## src/rtl/conv_loop_sequencer_pkg.sv

```systemverilog
// Shared types and width helpers for the
// convolution loop-nest sequencer.
package conv_seq_pkg;

  localparam int unsigned FM_W_MAX   = 128;
  localparam int unsigned FM_H_MAX   = 128;
  localparam int unsigned IN_CH_MAX  = 2;
  localparam int unsigned OUT_CH_MAX = 16;
  localparam int unsigned KERNEL     = 3;
  localparam int unsigned STRIDE_MAX = 2;

  function automatic int unsigned idx_w(
    input int unsigned n
  );
    return (n > 1) ? $clog2(n) : 1;
  endfunction

  function automatic int unsigned cfg_w(
    input int unsigned n
  );
    return $clog2(n + 1);
  endfunction

  function automatic int unsigned crd_w(
    input int unsigned mx,
    input int unsigned s,
    input int unsigned k
  );
    return $clog2(mx * s + k) + 1;
  endfunction

  localparam int unsigned WD_W = cfg_w(FM_W_MAX);
  localparam int unsigned HT_W = cfg_w(FM_H_MAX);
  localparam int unsigned CI_W = cfg_w(IN_CH_MAX);
  localparam int unsigned CO_W = cfg_w(OUT_CH_MAX);
  localparam int unsigned ST_W = cfg_w(STRIDE_MAX);
  localparam int unsigned OX_W = idx_w(FM_W_MAX);
  localparam int unsigned OY_W = idx_w(FM_H_MAX);

  typedef enum logic [1:0] {
    S_IDLE,
    S_RUN,
    S_DONE
  } seq_state_t;

  // ow_lim/oh_lim hold output extent minus one
  typedef struct packed {
    logic [WD_W-1:0] width;
    logic [HT_W-1:0] height;
    logic [CI_W-1:0] in_ch;
    logic [CO_W-1:0] out_ch;
    logic [ST_W-1:0] stride;
    logic [OX_W-1:0] ow_lim;
    logic [OY_W-1:0] oh_lim;
  } seq_cfg_t;

endpackage

```

## src/rtl/conv_loop_sequencer_if.sv

```systemverilog
// Index tuple bus between the sequencer and
// the MAC datapath, valid/ready handshake.
interface conv_loop_sequencer_if
  import conv_seq_pkg::*;
#(
  parameter int unsigned XW  = idx_w(FM_W_MAX),
  parameter int unsigned YW  = idx_w(FM_H_MAX),
  parameter int unsigned OCW = idx_w(OUT_CH_MAX),
  parameter int unsigned ICW = idx_w(IN_CH_MAX),
  parameter int unsigned KW  = idx_w(KERNEL)
);
  logic           idx_valid;
  logic           idx_ready;
  logic [XW-1:0]  out_x;
  logic [YW-1:0]  out_y;
  logic [OCW-1:0] out_ch;
  logic [XW-1:0]  in_x;
  logic [YW-1:0]  in_y;
  logic [ICW-1:0] in_ch;
  logic [KW-1:0]  kx;
  logic [KW-1:0]  ky;
  logic           zero_flag;
  logic           first_acc;
  logic           last_acc;

  modport master (
    output idx_valid, out_x, out_y, out_ch,
    output in_x, in_y, in_ch, kx, ky,
    output zero_flag, first_acc, last_acc,
    input  idx_ready
  );

  modport slave (
    input  idx_valid, out_x, out_y, out_ch,
    input  in_x, in_y, in_ch, kx, ky,
    input  zero_flag, first_acc, last_acc,
    output idx_ready
  );
endinterface

```

## src/rtl/conv_loop_sequencer_counter.sv

```systemverilog
// Wrapping loop counter; wrap feeds the en of
// the next outer loop level.
module loop_counter #(
  parameter int unsigned WIDTH = 4
) (
  input  logic             clk,
  input  logic             arst_in,
  input  logic             clear,
  input  logic             en,
  input  logic [WIDTH-1:0] limit,
  output logic [WIDTH-1:0] count,
  output logic             wrap
);

  assign wrap = en && (count == limit);

  always_ff @(posedge clk or posedge arst_in) begin
    if (arst_in) begin
      count <= '0;
    end else if (clear || wrap) begin
      count <= '0;
    end else if (en) begin
      count <= count + 1'b1;
    end
  end

endmodule

```

## src/rtl/conv_loop_sequencer.sv

```systemverilog
// Runtime-configurable loop-nest sequencer emitting
// one convolution index tuple per MAC.
module conv_loop_sequencer
  import conv_seq_pkg::*;
#(
  parameter int unsigned FEATURE_MAP_WIDTH  = FM_W_MAX,
  parameter int unsigned FEATURE_MAP_HEIGHT = FM_H_MAX,
  parameter int unsigned INPUT_NB_CHANNELS  = IN_CH_MAX,
  parameter int unsigned OUTPUT_NB_CHANNELS = OUT_CH_MAX,
  parameter int unsigned KERNEL_SIZE        = KERNEL,
  parameter int unsigned MAX_STRIDE         = STRIDE_MAX
) (
  input  logic clk,
  input  logic arst_in,
  input  logic start,
  input  logic abort,
  input  logic [cfg_w(FEATURE_MAP_WIDTH)-1:0]  cfg_width,
  input  logic [cfg_w(FEATURE_MAP_HEIGHT)-1:0] cfg_height,
  input  logic [cfg_w(INPUT_NB_CHANNELS)-1:0]  cfg_in_ch,
  input  logic [cfg_w(OUTPUT_NB_CHANNELS)-1:0] cfg_out_ch,
  input  logic [cfg_w(MAX_STRIDE)-1:0]         cfg_stride,
  output logic running,
  output logic done,
  output logic cfg_error,
  conv_loop_sequencer_if.master idx
);

  localparam int unsigned XW  = idx_w(FEATURE_MAP_WIDTH);
  localparam int unsigned YW  = idx_w(FEATURE_MAP_HEIGHT);
  localparam int unsigned OCW = idx_w(OUTPUT_NB_CHANNELS);
  localparam int unsigned ICW = idx_w(INPUT_NB_CHANNELS);
  localparam int unsigned KW  = idx_w(KERNEL_SIZE);
  localparam int unsigned CWW = cfg_w(FEATURE_MAP_WIDTH);
  localparam int unsigned CHW = cfg_w(FEATURE_MAP_HEIGHT);
  localparam int unsigned CIW = cfg_w(INPUT_NB_CHANNELS);
  localparam int unsigned COW = cfg_w(OUTPUT_NB_CHANNELS);
  localparam int unsigned CSW = cfg_w(MAX_STRIDE);
  localparam int unsigned DMX =
    (FEATURE_MAP_WIDTH > FEATURE_MAP_HEIGHT) ?
    FEATURE_MAP_WIDTH : FEATURE_MAP_HEIGHT;
  localparam int unsigned SW  =
    crd_w(DMX, MAX_STRIDE, KERNEL_SIZE);
  localparam int unsigned PAD = KERNEL_SIZE / 2;
  localparam logic [KW-1:0] K_LIM = KW'(KERNEL_SIZE - 1);

  // release of the async reset is re-timed to clk
  logic [1:0] rst_pipe;
  logic       rst;

  always_ff @(posedge clk or posedge arst_in) begin
    if (arst_in) begin
      rst_pipe <= 2'b11;
    end else begin
      rst_pipe <= {rst_pipe[0], 1'b0};
    end
  end

  assign rst = rst_pipe[1];

  seq_state_t state;
  seq_state_t nstate;
  seq_cfg_t   cfg_q;
  seq_cfg_t   cfg_d;

  logic legal;
  logic go;
  logic fire;
  logic clear;
  logic last_hs;

  always_comb begin
    cfg_d.width  = cfg_width;
    cfg_d.height = cfg_height;
    cfg_d.in_ch  = cfg_in_ch;
    cfg_d.out_ch = cfg_out_ch;
    cfg_d.stride = cfg_stride;
    cfg_d.ow_lim = XW'((cfg_width - 1'b1) /
                       CWW'(cfg_stride));
    cfg_d.oh_lim = YW'((cfg_height - 1'b1) /
                       CHW'(cfg_stride));
  end

  assign legal =
    (cfg_width  != '0) &&
    (cfg_width  <= CWW'(FEATURE_MAP_WIDTH)) &&
    (cfg_height != '0) &&
    (cfg_height <= CHW'(FEATURE_MAP_HEIGHT)) &&
    (cfg_in_ch  != '0) &&
    (cfg_in_ch  <= CIW'(INPUT_NB_CHANNELS)) &&
    (cfg_out_ch != '0) &&
    (cfg_out_ch <= COW'(OUTPUT_NB_CHANNELS)) &&
    (cfg_stride != '0) &&
    (cfg_stride <= CSW'(MAX_STRIDE));

  assign go    = (state == S_IDLE) && start && legal;
  assign fire  = idx.idx_valid && idx.idx_ready && !abort;
  assign clear = go || abort;

  logic [ICW-1:0] c_ic, n_ic, lim_ic, e_lim_ic;
  logic [KW-1:0]  c_kx, n_kx;
  logic [KW-1:0]  c_ky, n_ky;
  logic [OCW-1:0] c_oc, n_oc, lim_oc;
  logic [XW-1:0]  c_ox, n_ox;
  logic [YW-1:0]  c_oy, n_oy;
  logic w_ic, w_kx, w_ky, w_oc, w_ox, w_oy;

  assign lim_ic = ICW'(cfg_q.in_ch - 1'b1);
  assign lim_oc = OCW'(cfg_q.out_ch - 1'b1);

  loop_counter #(.WIDTH(ICW)) u_ic (
    .clk(clk), .arst_in(rst), .clear(clear),
    .en(fire), .limit(lim_ic),
    .count(c_ic), .wrap(w_ic)
  );

  loop_counter #(.WIDTH(KW)) u_kx (
    .clk(clk), .arst_in(rst), .clear(clear),
    .en(w_ic), .limit(K_LIM),
    .count(c_kx), .wrap(w_kx)
  );

  loop_counter #(.WIDTH(KW)) u_ky (
    .clk(clk), .arst_in(rst), .clear(clear),
    .en(w_kx), .limit(K_LIM),
    .count(c_ky), .wrap(w_ky)
  );

  loop_counter #(.WIDTH(OCW)) u_oc (
    .clk(clk), .arst_in(rst), .clear(clear),
    .en(w_ky), .limit(lim_oc),
    .count(c_oc), .wrap(w_oc)
  );

  loop_counter #(.WIDTH(XW)) u_ox (
    .clk(clk), .arst_in(rst), .clear(clear),
    .en(w_oc), .limit(cfg_q.ow_lim),
    .count(c_ox), .wrap(w_ox)
  );

  loop_counter #(.WIDTH(YW)) u_oy (
    .clk(clk), .arst_in(rst), .clear(clear),
    .en(w_ox), .limit(cfg_q.oh_lim),
    .count(c_oy), .wrap(w_oy)
  );

  assign last_hs = w_oy;

  assign idx.out_x  = c_ox;
  assign idx.out_y  = c_oy;
  assign idx.out_ch = c_oc;
  assign idx.in_ch  = c_ic;
  assign idx.kx     = c_kx;
  assign idx.ky     = c_ky;

  // mirror the counters' next values so the derived
  // fields register in the same cycle as the counts
  always_comb begin
    n_ic = c_ic;
    n_kx = c_kx;
    n_ky = c_ky;
    n_oc = c_oc;
    n_ox = c_ox;
    n_oy = c_oy;
    if (clear) begin
      n_ic = '0;
      n_kx = '0;
      n_ky = '0;
      n_oc = '0;
      n_ox = '0;
      n_oy = '0;
    end else begin
      if (w_ic)      n_ic = '0;
      else if (fire) n_ic = c_ic + 1'b1;
      if (w_kx)      n_kx = '0;
      else if (w_ic) n_kx = c_kx + 1'b1;
      if (w_ky)      n_ky = '0;
      else if (w_kx) n_ky = c_ky + 1'b1;
      if (w_oc)      n_oc = '0;
      else if (w_ky) n_oc = c_oc + 1'b1;
      if (w_ox)      n_ox = '0;
      else if (w_oc) n_ox = c_ox + 1'b1;
      if (w_oy)      n_oy = '0;
      else if (w_ox) n_oy = c_oy + 1'b1;
    end
  end

  // first tuple is computed while cfg is still on the pins
  logic [CWW-1:0] e_width;
  logic [CHW-1:0] e_height;
  logic [CSW-1:0] e_stride;

  assign e_width  = (state == S_IDLE) ?
                    cfg_width : cfg_q.width;
  assign e_height = (state == S_IDLE) ?
                    cfg_height : cfg_q.height;
  assign e_stride = (state == S_IDLE) ?
                    cfg_stride : cfg_q.stride;
  assign e_lim_ic = (state == S_IDLE) ?
                    ICW'(cfg_in_ch - 1'b1) : lim_ic;

  logic [SW-1:0] ix;
  logic [SW-1:0] iy;
  logic          pad;
  logic          first;
  logic          last;

  assign ix = SW'(n_ox) * SW'(e_stride) +
              SW'(n_kx) - SW'(PAD);
  assign iy = SW'(n_oy) * SW'(e_stride) +
              SW'(n_ky) - SW'(PAD);

  // msb is the sign; negatives also fail the upper bound
  assign pad = ix[SW-1] || iy[SW-1] ||
               (ix >= SW'(e_width)) ||
               (iy >= SW'(e_height));

  assign first = (n_ic == '0) && (n_kx == '0) &&
                 (n_ky == '0);
  assign last  = (n_ic == e_lim_ic) &&
                 (n_kx == K_LIM) && (n_ky == K_LIM);

  always_comb begin
    nstate = state;
    unique case (state)
      S_IDLE: if (go) nstate = S_RUN;
      S_RUN: begin
        if (abort)        nstate = S_IDLE;
        else if (last_hs) nstate = S_DONE;
      end
      S_DONE: nstate = S_IDLE;
      default: nstate = S_IDLE;
    endcase
  end

  always_ff @(posedge clk or posedge rst) begin
    if (rst) begin
      state         <= S_IDLE;
      running       <= 1'b0;
      done          <= 1'b0;
      cfg_error     <= 1'b0;
      idx.idx_valid <= 1'b0;
      cfg_q         <= '0;
    end else begin
      state         <= nstate;
      running       <= (nstate == S_RUN);
      idx.idx_valid <= (nstate == S_RUN);
      done          <= (nstate == S_DONE);
      cfg_error     <= (state == S_IDLE) &&
                       start && !legal;
      if (go) cfg_q <= cfg_d;
    end
  end

  always_ff @(posedge clk or posedge rst) begin
    if (rst) begin
      idx.zero_flag <= 1'b0;
      idx.first_acc <= 1'b0;
      idx.last_acc  <= 1'b0;
      idx.in_x      <= '0;
      idx.in_y      <= '0;
    end else if (nstate == S_RUN) begin
      idx.zero_flag <= pad;
      idx.first_acc <= first;
      idx.last_acc  <= last;
      idx.in_x      <= pad ? '0 : XW'(ix);
      idx.in_y      <= pad ? '0 : YW'(iy);
    end else begin
      idx.zero_flag <= 1'b0;
      idx.first_acc <= 1'b0;
      idx.last_acc  <= 1'b0;
      idx.in_x      <= '0;
      idx.in_y      <= '0;
    end
  end

endmodule
```

## src/flat_wrapper.sv

```systemverilog
// flat-port wrapper written by rule: the top's interface ports become plain ports
module conv_loop_sequencer_flat import conv_seq_pkg::*;
#(
  parameter int unsigned FEATURE_MAP_WIDTH  = FM_W_MAX,
  parameter int unsigned FEATURE_MAP_HEIGHT = FM_H_MAX,
  parameter int unsigned INPUT_NB_CHANNELS  = IN_CH_MAX,
  parameter int unsigned OUTPUT_NB_CHANNELS = OUT_CH_MAX,
  parameter int unsigned KERNEL_SIZE        = KERNEL,
  parameter int unsigned MAX_STRIDE         = STRIDE_MAX
)
  (clk, arst_in, start, abort, cfg_width, cfg_height, cfg_in_ch, cfg_out_ch, cfg_stride, running, done, cfg_error, idx_idx_valid, idx_out_x, idx_out_y, idx_out_ch, idx_in_x, idx_in_y, idx_in_ch, idx_kx, idx_ky, idx_zero_flag, idx_first_acc, idx_last_acc, idx_idx_ready);
  conv_loop_sequencer_if idx_i ();
  input  logic clk;
  input  logic arst_in;
  input  logic start;
  input  logic abort;
  input  logic [cfg_w(FEATURE_MAP_WIDTH)-1:0] cfg_width;
  input  logic [cfg_w(FEATURE_MAP_HEIGHT)-1:0] cfg_height;
  input  logic [cfg_w(INPUT_NB_CHANNELS)-1:0] cfg_in_ch;
  input  logic [cfg_w(OUTPUT_NB_CHANNELS)-1:0] cfg_out_ch;
  input  logic [cfg_w(MAX_STRIDE)-1:0] cfg_stride;
  output logic running;
  output logic done;
  output logic cfg_error;
  output wire logic [$bits(idx_i.idx_valid)-1:0] idx_idx_valid;
  output wire logic [$bits(idx_i.out_x)-1:0] idx_out_x;
  output wire logic [$bits(idx_i.out_y)-1:0] idx_out_y;
  output wire logic [$bits(idx_i.out_ch)-1:0] idx_out_ch;
  output wire logic [$bits(idx_i.in_x)-1:0] idx_in_x;
  output wire logic [$bits(idx_i.in_y)-1:0] idx_in_y;
  output wire logic [$bits(idx_i.in_ch)-1:0] idx_in_ch;
  output wire logic [$bits(idx_i.kx)-1:0] idx_kx;
  output wire logic [$bits(idx_i.ky)-1:0] idx_ky;
  output wire logic [$bits(idx_i.zero_flag)-1:0] idx_zero_flag;
  output wire logic [$bits(idx_i.first_acc)-1:0] idx_first_acc;
  output wire logic [$bits(idx_i.last_acc)-1:0] idx_last_acc;
  input wire logic [$bits(idx_i.idx_ready)-1:0] idx_idx_ready;
  assign idx_idx_valid = idx_i.idx_valid;
  assign idx_out_x = idx_i.out_x;
  assign idx_out_y = idx_i.out_y;
  assign idx_out_ch = idx_i.out_ch;
  assign idx_in_x = idx_i.in_x;
  assign idx_in_y = idx_i.in_y;
  assign idx_in_ch = idx_i.in_ch;
  assign idx_kx = idx_i.kx;
  assign idx_ky = idx_i.ky;
  assign idx_zero_flag = idx_i.zero_flag;
  assign idx_first_acc = idx_i.first_acc;
  assign idx_last_acc = idx_i.last_acc;
  assign idx_i.idx_ready = idx_idx_ready;
  conv_loop_sequencer #(.FEATURE_MAP_WIDTH(FEATURE_MAP_WIDTH), .FEATURE_MAP_HEIGHT(FEATURE_MAP_HEIGHT), .INPUT_NB_CHANNELS(INPUT_NB_CHANNELS), .OUTPUT_NB_CHANNELS(OUTPUT_NB_CHANNELS), .KERNEL_SIZE(KERNEL_SIZE), .MAX_STRIDE(MAX_STRIDE)) u_core (.clk(clk), .arst_in(arst_in), .start(start), .abort(abort), .cfg_width(cfg_width), .cfg_height(cfg_height), .cfg_in_ch(cfg_in_ch), .cfg_out_ch(cfg_out_ch), .cfg_stride(cfg_stride), .running(running), .done(done), .cfg_error(cfg_error), .idx(idx_i));
endmodule
```

## config.mk

```make
export PLATFORM = sky130hd
export DESIGN_NAME = conv_loop_sequencer_flat
export DESIGN_NICKNAME = d
export VERILOG_FILES = /design/src/rtl/conv_loop_sequencer_pkg.sv /design/src/rtl/conv_loop_sequencer_if.sv /design/src/rtl/conv_loop_sequencer_counter.sv /design/src/rtl/conv_loop_sequencer.sv /design/src/flat_wrapper.sv
export SDC_FILE = /design/constraint.sdc
export NUM_CORES = 1
export LEC_CHECK = 0
export ABC_CLOCK_PERIOD_IN_PS = 2550
export BUFFER_PORTS_ARGS = -buffer_cell sky130_fd_sc_hd__buf_2
export CELL_PAD_IN_SITES_DETAIL_PLACEMENT = 2
export CELL_PAD_IN_SITES_GLOBAL_PLACEMENT = 2
export CORE_ASPECT_RATIO = 1.2
export CORE_MARGIN = 5
export CORE_UTILIZATION = 35
export CTS_BUF_LIST = sky130_fd_sc_hd__clkbuf_2
export DETAILED_ROUTE_END_ITERATION = 6
export PLACE_DENSITY = 0.9
export SYNTH_ARGS = -nofsm -noshare
export SYNTH_HDL_FRONTEND = slang
export SYNTH_SLANG_ARGS = --single-unit
```

## constraint.sdc

```tcl
create_clock -name clk -period 2.55 [get_ports clk]
set_input_delay 0.765 -clock clk [delete_from_list [all_inputs] [get_ports clk]]
set_output_delay 0.765 -clock clk [all_outputs]
set_load 0.005 [all_outputs]
```

==> metrics.md, run 1 <==
| Metric | Value |
|---|---|
| Pre-CTS setup slack | -7.68 ns |
| Number of CTS-inserted buffers | 9 |
| YS warnings | 0 |
| Post-Syn Area | 7490 sq um |
| Placed cell area | 10700 sq um |
| Post-CTS Setup Bufs | 72 |
| Err | [ERROR DPL-0033] detailed placement checks failed during check placement. |
| Initial core utilization | 35.6% |
| Post-CTS Hold Buffers | 0 |
| Post-synthesis sequential area ratio | 28.1% |
| Buffer depth of the longest clock path | 2 |
| DP Wirelength | 30800 um |
| Main synth FF type | dfrtp_1 |
| Clock root buffer | clkbuf_2 |
| Die H | 170 um |
| Post-CTS sizing | 137 |
| Stop stage | clock tree synthesis (4_1_cts) |
| Synth cell types | 80 |
| Syn Nets | 972 |
| Ports | 74 |
| PortBufs | 73 |
| Number of synthesized register bits | 84 |
| CTS sink cnt | 84 |
| Ys async rst share | 100% |
| Syn Inst Count | 839 |
| Gpl congestion | 0.868 |
| Post-synth EDFFs | 0 |
| Die X-Extent | 144 um |
| H-tree depth | 3 |
| Status | aborted with a tool error |
| Row count | 58 |
| Syn Area/Cell | 8.92 sq um |
-- synth_stat cells, types with 4 or more instances --
library cell | count | area share (%)
a211oi_1 | 5 | 0.50
a21o_1 | 7 | 0.70
a21oi_1 | 39 | 2.6
a31oi_1 | 11 | 0.92
and2_1 | 5 | 0.42
and3_1 | 18 | 1.5
clkbuf_1 | 15 | 0.75
dfrtp_1 | 82 | 27
fa_1 | 4 | 1.1
ha_1 | 99 | 17
inv_1 | 68 | 3.4
mux2_2 | 30 | 4.5
mux2i_1 | 28 | 3.7
nand2_1 | 59 | 3.0
nand2b_1 | 13 | 1.1
nand3_1 | 11 | 0.74
nand3b_1 | 4 | 0.40
nand4_1 | 4 | 0.33
nor2_1 | 85 | 4.3
nor2b_1 | 7 | 0.58
nor3_1 | 32 | 2.1
nor4_1 | 9 | 0.75
o211ai_1 | 5 | 0.50
o21a_1 | 15 | 1.5
o21ai_0 | 18 | 1.2
o21bai_1 | 12 | 1.2
or2_2 | 7 | 0.58
or3_1 | 10 | 0.84
xnor2_1 | 33 | 3.9
xor2_1 | 31 | 3.6
-- cells by family after synthesis --
group / Yosys count / synth area share [%]
DFF: 84 / 28.1
AOI/OAI and AO/OA: 143 / 12.9
and+or+nand+nor: 292 / 20.1
xor gates and xnor gates: 65 / 7.81
buffers and inverters: 90 / 4.61
other: 1 / 0.0501
adders and majority gates: 103 / 17.6
muxes: 61 / 8.86
-- through the flow --
step / setup TNS (ns) / std cells / util (%)
floorplan: -100.83 / 839 / -
global placement: -155.20 / 1430 / 50.6
detailed placement: -178.01 / 1430 / 50.6
==> run 2, diff against run 1 <==
- ABC_CLOCK_PERIOD_IN_PS: 2550 -> 3300
- CELL_PAD_IN_SITES_DETAIL_PLACEMENT: 2 -> not set
- CELL_PAD_IN_SITES_GLOBAL_PLACEMENT: 2 -> not set
- CORE_ASPECT_RATIO: 1.2 -> not set
- CORE_UTILIZATION: 35 -> 40
- CTS_BUF_LIST: sky130_fd_sc_hd__clkbuf_2 -> not set
- PLACE_DENSITY: 0.9 -> not set
- PLACE_DENSITY_LB_ADDON: not set -> 0.15
- clock period: 2.55 -> 3.3 ns (I/O delays scaled with it)
==> metrics.md, run 2 <==
| Metric | Value |
|---|---|
| PortBufs | 73 (unchanged) |
| Number of CTS-inserted buffers | 9 (unchanged) |
| Slew HR | 55.3% |
| Initial DRC count | 233 |
| Hold Vio Cnt, Final | 0 |
| YS warnings | 0 (unchanged) |
| Synth top area cells | dfrtp_1 27%, ha_1 17%, mux2_2 4.5% |
| Worst vdd ir | 257 uV |
| Crit path time final | 9.60 ns |
| Worst endpoint required time | 3.52 ns |
| Ys async rst share | 100% (unchanged) |
| Clock-pin transition on the worst setup and hold timing paths | 0.07 ns |
| Yosys top cell area share | 27.4% (unchanged) |
| Skew final | 0.0109 ns |
| Number of global-route vias before repair | 7663 |
| Ports | 74 (unchanged) |
| Skew-Pair Late Insertion Delay | 0.35 ns |
| Synth cell types | 80 (unchanged) |
| Final setup fails | 29 |
| Die H | 147 um (-14%) |
| Top-count cell post-synth | ha_1 |
| Placed cell area | 10400 sq um (-2.7%) |
| Startpoint types | input pin |
| Layout cell share with drive strength beyond 1 | 50.2% |
| Area of the core | 18600 sq um |
| Die X-Extent | 147 um (+2.3%) |
| Pin count of the biggest net entering global routing | 51 |
| DRT Wirelength | 23400 um |
| Via count | 7702 |
| Post-CTS Hold Buffers | 0 (unchanged) |
| Failing checks | setup timing |
| Post-Syn Area | 7490 sq um (unchanged) |
| Power density over cell area | 438 nW/um^2 |
| Post-route DRC | 0 |
| Leakage dissipation | 6.28 nW |
| Critical Path Sink Type | flip-flop |
| Clock root buffer | clkbuf_16 |
| Syn Inst Count | 839 (unchanged) |
| Largest Register | u_core.cfg_q |
| GR Util All Layers | 21.4% |
| Number of synthesized register bits | 84 (unchanged) |
| Crit path top cell by count | buf_4 |
| Max-cap violations | 0 |
| Synth top cells by count | 99 x ha_1, 85 x nor2_1, 82 x dfrtp_1 |
| # fillers | 1513 |
| Most frequent cells in the layout | 376 x buf_4, 84 x ha_1, 82 x dfrtp_1 |
| Syn Area/Cell | 8.92 sq um (unchanged) |
| Worst setup path class | in2reg |
| Row count | 50 (-14%) |
| Sequential cell area | 2100 sq um |
| Initial core utilization | 40.3% (+4.7 points) |
| Main synth FF type | dfrtp_1 |
| Pre-CTS setup slack | -6.50 ns (+1.18 ns) |
| H-tree depth | 3 (unchanged) |
| CP arrival | 9.82 ns |
| Tcrit/Tclk final | 291% |
| Status | complete, but fails checks |
| Area growth, synth to finish | 63.9% |
| Number of flip-flops in the largest register | 37 |
| Final Cell Area | 12300 sq um |
| Die area | 21600 sq um |
| FMAX | 104 MHz |
| # nets final | 1433 |
| First-pass GRT wire length | 37600 um |
| N_diodes | 0 |
| Initial antenna violation count | 0 |
| Crit path largest cell delay | 0.32 ns |
| Final ANT Viol Nets | 0 |
| CTS sink cnt | 84 (unchanged) |
| Buffer depth of the longest clock path | 2 (unchanged) |
| Most common cell after layout, fill and taps aside | buf_4 |
| Final worst setup slack | -6.30 ns |
| Area occupied by multi-input gates | 5780 sq um |
| Max Slew Vio Count | 0 |
| Total gr overflow | 0 |
| CTS tree | yes |
| Avg WL per Cell | 15.2 um |
| DP Wirelength | 16800 um (-46%) |
| Design Power | 5.38 mW |
| TritonRoute pass-1 iters | 5 |
| Hold Crit Class | reg2async |
| Post-synth EDFFs | 0 (unchanged) |
| Worst-margin pin slew | 0.662 ns |
| Syn Nets | 972 (unchanged) |
| CP max stage cell | nor4_4 |
| Via/cell ratio | 5.01 |
| Dominant cell type by area after synthesis | dfrtp_1 |
| Gpl congestion | 0.861 (-0.84%) |
| RSZ-0062 raised after global routing | yes |
| CP max FO | 5 |
| Post-synthesis sequential area ratio | 28.1% (unchanged) |
[run 2: cell counts after synthesis]
Identical to the previous run, type by type.
[run 2: worst paths after layout]
check,slack [ns],depth (start not counted),endpoint,start
worst max-delay path,-6.30,62,u_core.cfg_q[7],cfg_width[5]
worst min register to register,0.30,1,u_core.idx.in_y[2],u_core.rst_pipe[1]
worst max register to register,-2.11,27,u_core.idx.in_x[5],u_core.cfg_q[16]
worst min-delay path,0.30,1,u_core.idx.in_y[2],u_core.rst_pipe[1]
max in group asynchronous,2.23,2,u_core.u_ox.count[2],u_core.rst_pipe[1]
min in group clk,0.36,0,u_core.rst_pipe[1],u_core.rst_pipe[0]
[run 2: kinds of logic after synthesis]
kind of cell	synth area share, %
muxes	8.86
buffers and inverters	4.61
xor gates and xnor gates	7.81
DFF	28.1
AOI/OAI and AO/OA	12.9
adders and majority gates	17.6
and+or+nand+nor	20.1
other	0.0501
[run 2: metrics by stage]
stage          TNS (ns)  hold WS, ns  cells  util [%]
2_1_floorplan    -79.58        0.345    839         -
3_3_place_gp    -111.78        0.325   1393      55.8
3_5_place_dp    -112.67        0.323   1393      55.8
4_1_cts          -78.44        0.333   1523      64.5
5_1_grt          -87.51        0.366   1538      66.0
6_report         -81.05        0.303   1538      66.0
[run 2: power breakdown]
group	switching, mW	total (mW)	leakage (nW)	internal, mW
registers	0.105	1.29	1.10	1.18
logic	1.22	2.98	5.02	1.76
clock network	0.426	1.11	0.155	0.683
[run 2: area by class of cell]
class	instances	share of cell area, %
sequential	84	17.1
tap	234	2.39
clock buffer	10	1.95
multi-input combinational	665	47.1
clock inverter	5	0.693
timing repair buffer	472	28.6
inverter	68	2.09
[run 2: per-layer routing]
layer / routed length [um] / track usage (%) / vias up / part of all wire, %
met5: 0 / 0 / - / 0
met4: 526 / 5.32 / 0 / 2.3
met3: 592 / 2.31 / 45 / 2.5
met2: 11500 / 37.6 / 148 / 49
met1: 10700 / 28.2 / 3625 / 46
li1: - / - / 3884 / -
[run 2: what timing repair did]
action                     CTS  global route
resized for setup           89            40
setup endpoints to repair   58            30
pin swaps                   49            34
buffers inserted           123            19
cloned                       1             0
[run 2: worst max-delay path: cells and delay by family]
family / cells / cell delay (ns)
and+or+nand+nor: 8 / 1.17
AOI/OAI and AO/OA: 12 / 2.16
buffers and inverters: 38 / 4.64
adders and majority gates: 4 / 0.87
Power figures use the tool's default switching activity.
==> run 3, diff against run 2 <==
- ABC_AREA: not set -> 1
==> metrics.md, run 3 <==
| Metric | Value |
|---|---|
| Startpoint types | input pin |
| Yosys top cell area share | 26.9% (-0.48 points) |
| Post-synthesis sequential area ratio | 27.6% (-0.49 points) |
| Post-synth EDFFs | 0 (unchanged) |
| Syn Nets | 1163 (+20%) |
| Hold Vio Cnt, Final | 0 (unchanged) |
| Clock root buffer | clkbuf_16 |
| Synth top area cells | dfrtp_1 27%, ha_1 16%, nand2_1 11% |
| Synth top cells by count | 222 x nand2_1, 154 x inv_1, 98 x ha_1 |
| Main synth FF type | dfrtp_1 |
| Top-count cell post-synth | nand2_1 |
| Die area | 21900 sq um (+1.7%) |
| Avg WL per Cell | 12.9 um (-15%) |
| Dominant cell type by area after synthesis | dfrtp_1 |
| Synth cell types | 49 (-39%) |
| Final setup fails | 27 (-6.9%) |
| Initial core utilization | 40.7% (+0.44 points) |
| Skew-Pair Late Insertion Delay | 0.34 ns (about the same) |
| Crit path time final | 7.97 ns (-1.62 ns) |
| Design Power | 5.66 mW (+5.3%) |
| FMAX | 125 MHz (+20%) |
| Post-Syn Area | 7620 sq um (+1.8%) |
| Slew HR | 63.9% (+8.5 points) |
| Crit path top cell by count | inv_2 |
| CTS sink cnt | 84 (unchanged) |
| N_diodes | 0 (unchanged) |
| Post-route DRC | 0 (unchanged) |
| Worst endpoint required time | 3.52 ns (about the same) |
| H-tree depth | 3 (unchanged) |
| First-pass GRT wire length | 36300 um (-3.4%) |
| R2R setup slack | -2.41 ns (-0.30 ns) |
| Initial antenna violation count | 0 (unchanged) |
| Most common cell after layout, fill and taps aside | buf_4 |
| DP Wirelength | 16700 um (-0.39%) |
| Max Slew Vio Count | 0 (unchanged) |
| Number of flip-flops in the largest register | 37 (unchanged) |
| Area growth, synth to finish | 65.2% |
| Hold Crit Class | reg2async |
| Buffer depth of the longest clock path | 2 (unchanged) |
| # nets final | 1624 (+13%) |
| Failing checks | setup timing |
| RSZ-0062 raised after global routing | yes |
| Worst vdd ir | 343 uV (+33%) |
| Die X-Extent | 148 um (+0.82%) |
| Worst-margin pin slew | 0.536 ns (-0.125 ns) |
| YS warnings | 0 (unchanged) |
| Critical R2R Launch | u_core.cfg_q[16] |
| CTS tree | yes |
| Via count | 8198 (+6.4%) |
| Final worst setup slack | -4.67 ns (+1.62 ns) |
| Skew final | 0.0145 ns (+0.00358 ns) |
| Worst R2R Path Depth | 35 (+30%) |
| Leakage dissipation | 6.66 nW (+6.1%) |
| Critical Path Sink Type | flip-flop |
| DRT Wirelength | 22300 um (-4.5%) |
| Die H | 148 um (+0.82%) |
| Gpl congestion | 0.915 (+6.3%) |
| Total gr overflow | 0 (unchanged) |
| Row count | 50 (unchanged) |
| CP arrival | 8.19 ns (-1.63 ns) |
| Ports | 74 (unchanged) |
| Area of the core | 18700 sq um (+0.67%) |
| Syn Inst Count | 1031 (+23%) |
| Number of CTS-inserted buffers | 9 (unchanged) |
| Crit path largest cell delay | 0.29 ns (-0.03 ns) |
| CP max FO | 4 (-1) |
| Status | complete, but fails checks |
| Via/cell ratio | 4.74 (-5.4%) |
| TritonRoute pass-1 iters | 4 (-1) |
| Reg2reg end | u_core.idx.in_x[4] |
| Largest Register | u_core.cfg_q |
| Tcrit/Tclk final | 242% (-49 points) |
| Layout cell share with drive strength beyond 1 | 48.1% (-2.1 points) |
| Number of synthesized register bits | 84 (unchanged) |
| Power density over cell area | 450 nW/um^2 (+2.6%) |
| Worst setup path class | in2reg |
| Number of global-route vias before repair | 7890 (+3.0%) |
| Ys async rst share | 100% (unchanged) |
| Max-cap violations | 0 (unchanged) |
| Initial DRC count | 335 (+44%) |
| GR Util All Layers | 20.1% (-1.3 points) |
| Clock-pin transition on the worst setup and hold timing paths | 0.06 ns (about the same) |
| Pre-CTS setup slack | -5.18 ns (+1.31 ns) |
| CP max stage cell | ha_1 |
| Most frequent cells in the layout | 363 x buf_4, 196 x nand2_1, 126 x inv_1 |
| Final ANT Viol Nets | 0 (unchanged) |
| Pin count of the biggest net entering global routing | 59 (+16%) |
| Syn Area/Cell | 7.39 sq um (-17%) |
| PortBufs | 73 (unchanged) |
==> run 3: cell types whose count changed after synthesis, sizes merged, moves of 10 or more <==
cell and change:
or3 -10, mux2 -33, a31oi -11, nor2 +20, and3 -17, inv +100, o21ai +52, mux2i -28
nand2 +193, nand4 +12, xnor2 -14, nand3 +42, nand2b -13
==> run 3: per-layer routing <==
layer / up-vias / routed length (um) / global-route usage (%)
met3: 27 / 729 / 2.51
met4: 0 / 320 / 4.99
met5: - / 0 / 0
met2: 130 / 11000 / 34.8
li1: 4251 / - / -
met1: 3790 / 10300 / 26.8
==> run 3: cell type report <==
type | count | area (sq um)
multi-input cells | 763 | 5710
clock buffers | 12 | 256
well taps | 234 | 293
inverters | 169 | 681
clock inverters | 4 | 23.8
repair buffers | 465 | 3520
flip-flops and latches | 84 | 2100
fillers | 1552 | 6120
==> run 3: worst max-delay path: cells and delay by family <==
kind                       cells  cell delay (ns)
xor gates and xnor gates       1             0.20
buffers and inverters         13             0.90
and+or+nand+nor               32             2.89
AOI/OAI and AO/OA             11             1.38
adders and majority gates      8             1.82
==> run 3: cell families (layout without fill, tap and decap cells) <==
logic type	Yosys count	after routing	share of synthesized area (%)
adders and majority gates	102	102	17.1
other	1	1	0.0492
xor gates and xnor gates	51	51	5.86
and+or+nand+nor	478	478	30.3
DFF	84	84	27.6
buffers and inverters	184	650	9.18
AOI/OAI and AO/OA	131	131	9.84
==> run 3: report_power, final <==
group,switching [mW],internal (mW),total (mW)
registers,0.0846,1.17,1.26
logic,1.66,1.79,3.45
clock network,0.403,0.549,0.952
==> run 3: worst max path at each step <==
stage,from,endpoint,slack [ns],depth (start not counted)
3_5_place_dp,cfg_height[2],u_core.cfg_q[0],-5.18,65
3_3_place_gp,cfg_height[2],u_core.cfg_q[0],-4.95,65
5_1_grt,cfg_height[2],u_core.cfg_q[0],-5.21,66
6_report,cfg_height[2],u_core.cfg_q[0],-4.67,65
2_1_floorplan,cfg_height[2],u_core.cfg_q[0],-4.95,64
4_1_cts,cfg_height[2],u_core.cfg_q[0],-4.58,66
==> run 3: stage by stage <==
| step | cells | util [%] | cell area [sq um] | TNS [ns] | hold slack, ns |
|---|---|---|---|---|---|
| after floorplan | 1031 | - | 7890 | -66.18 | 0.345 |
| after global placement | 1611 | 57.1 | 10700 | -81.53 | 0.177 |
| after detailed placement | 1611 | 57.1 | 10700 | -84.52 | 0.180 |
| after CTS | 1708 | 64.2 | 12000 | -67.42 | 0.185 |
| after global routing | 1731 | 67.3 | 12600 | -76.15 | 0.207 |
| final | 1731 | 67.3 | 12600 | -67.64 | 0.173 |
==> run 3: what timing repair did <==
item                                    CTS  global route
endpoints found under the setup margin   29            29
resized for setup                        96            98
cloned                                    0             1
pin swaps                                69            88
hold buffers                              0             0
buffers inserted                         85            29
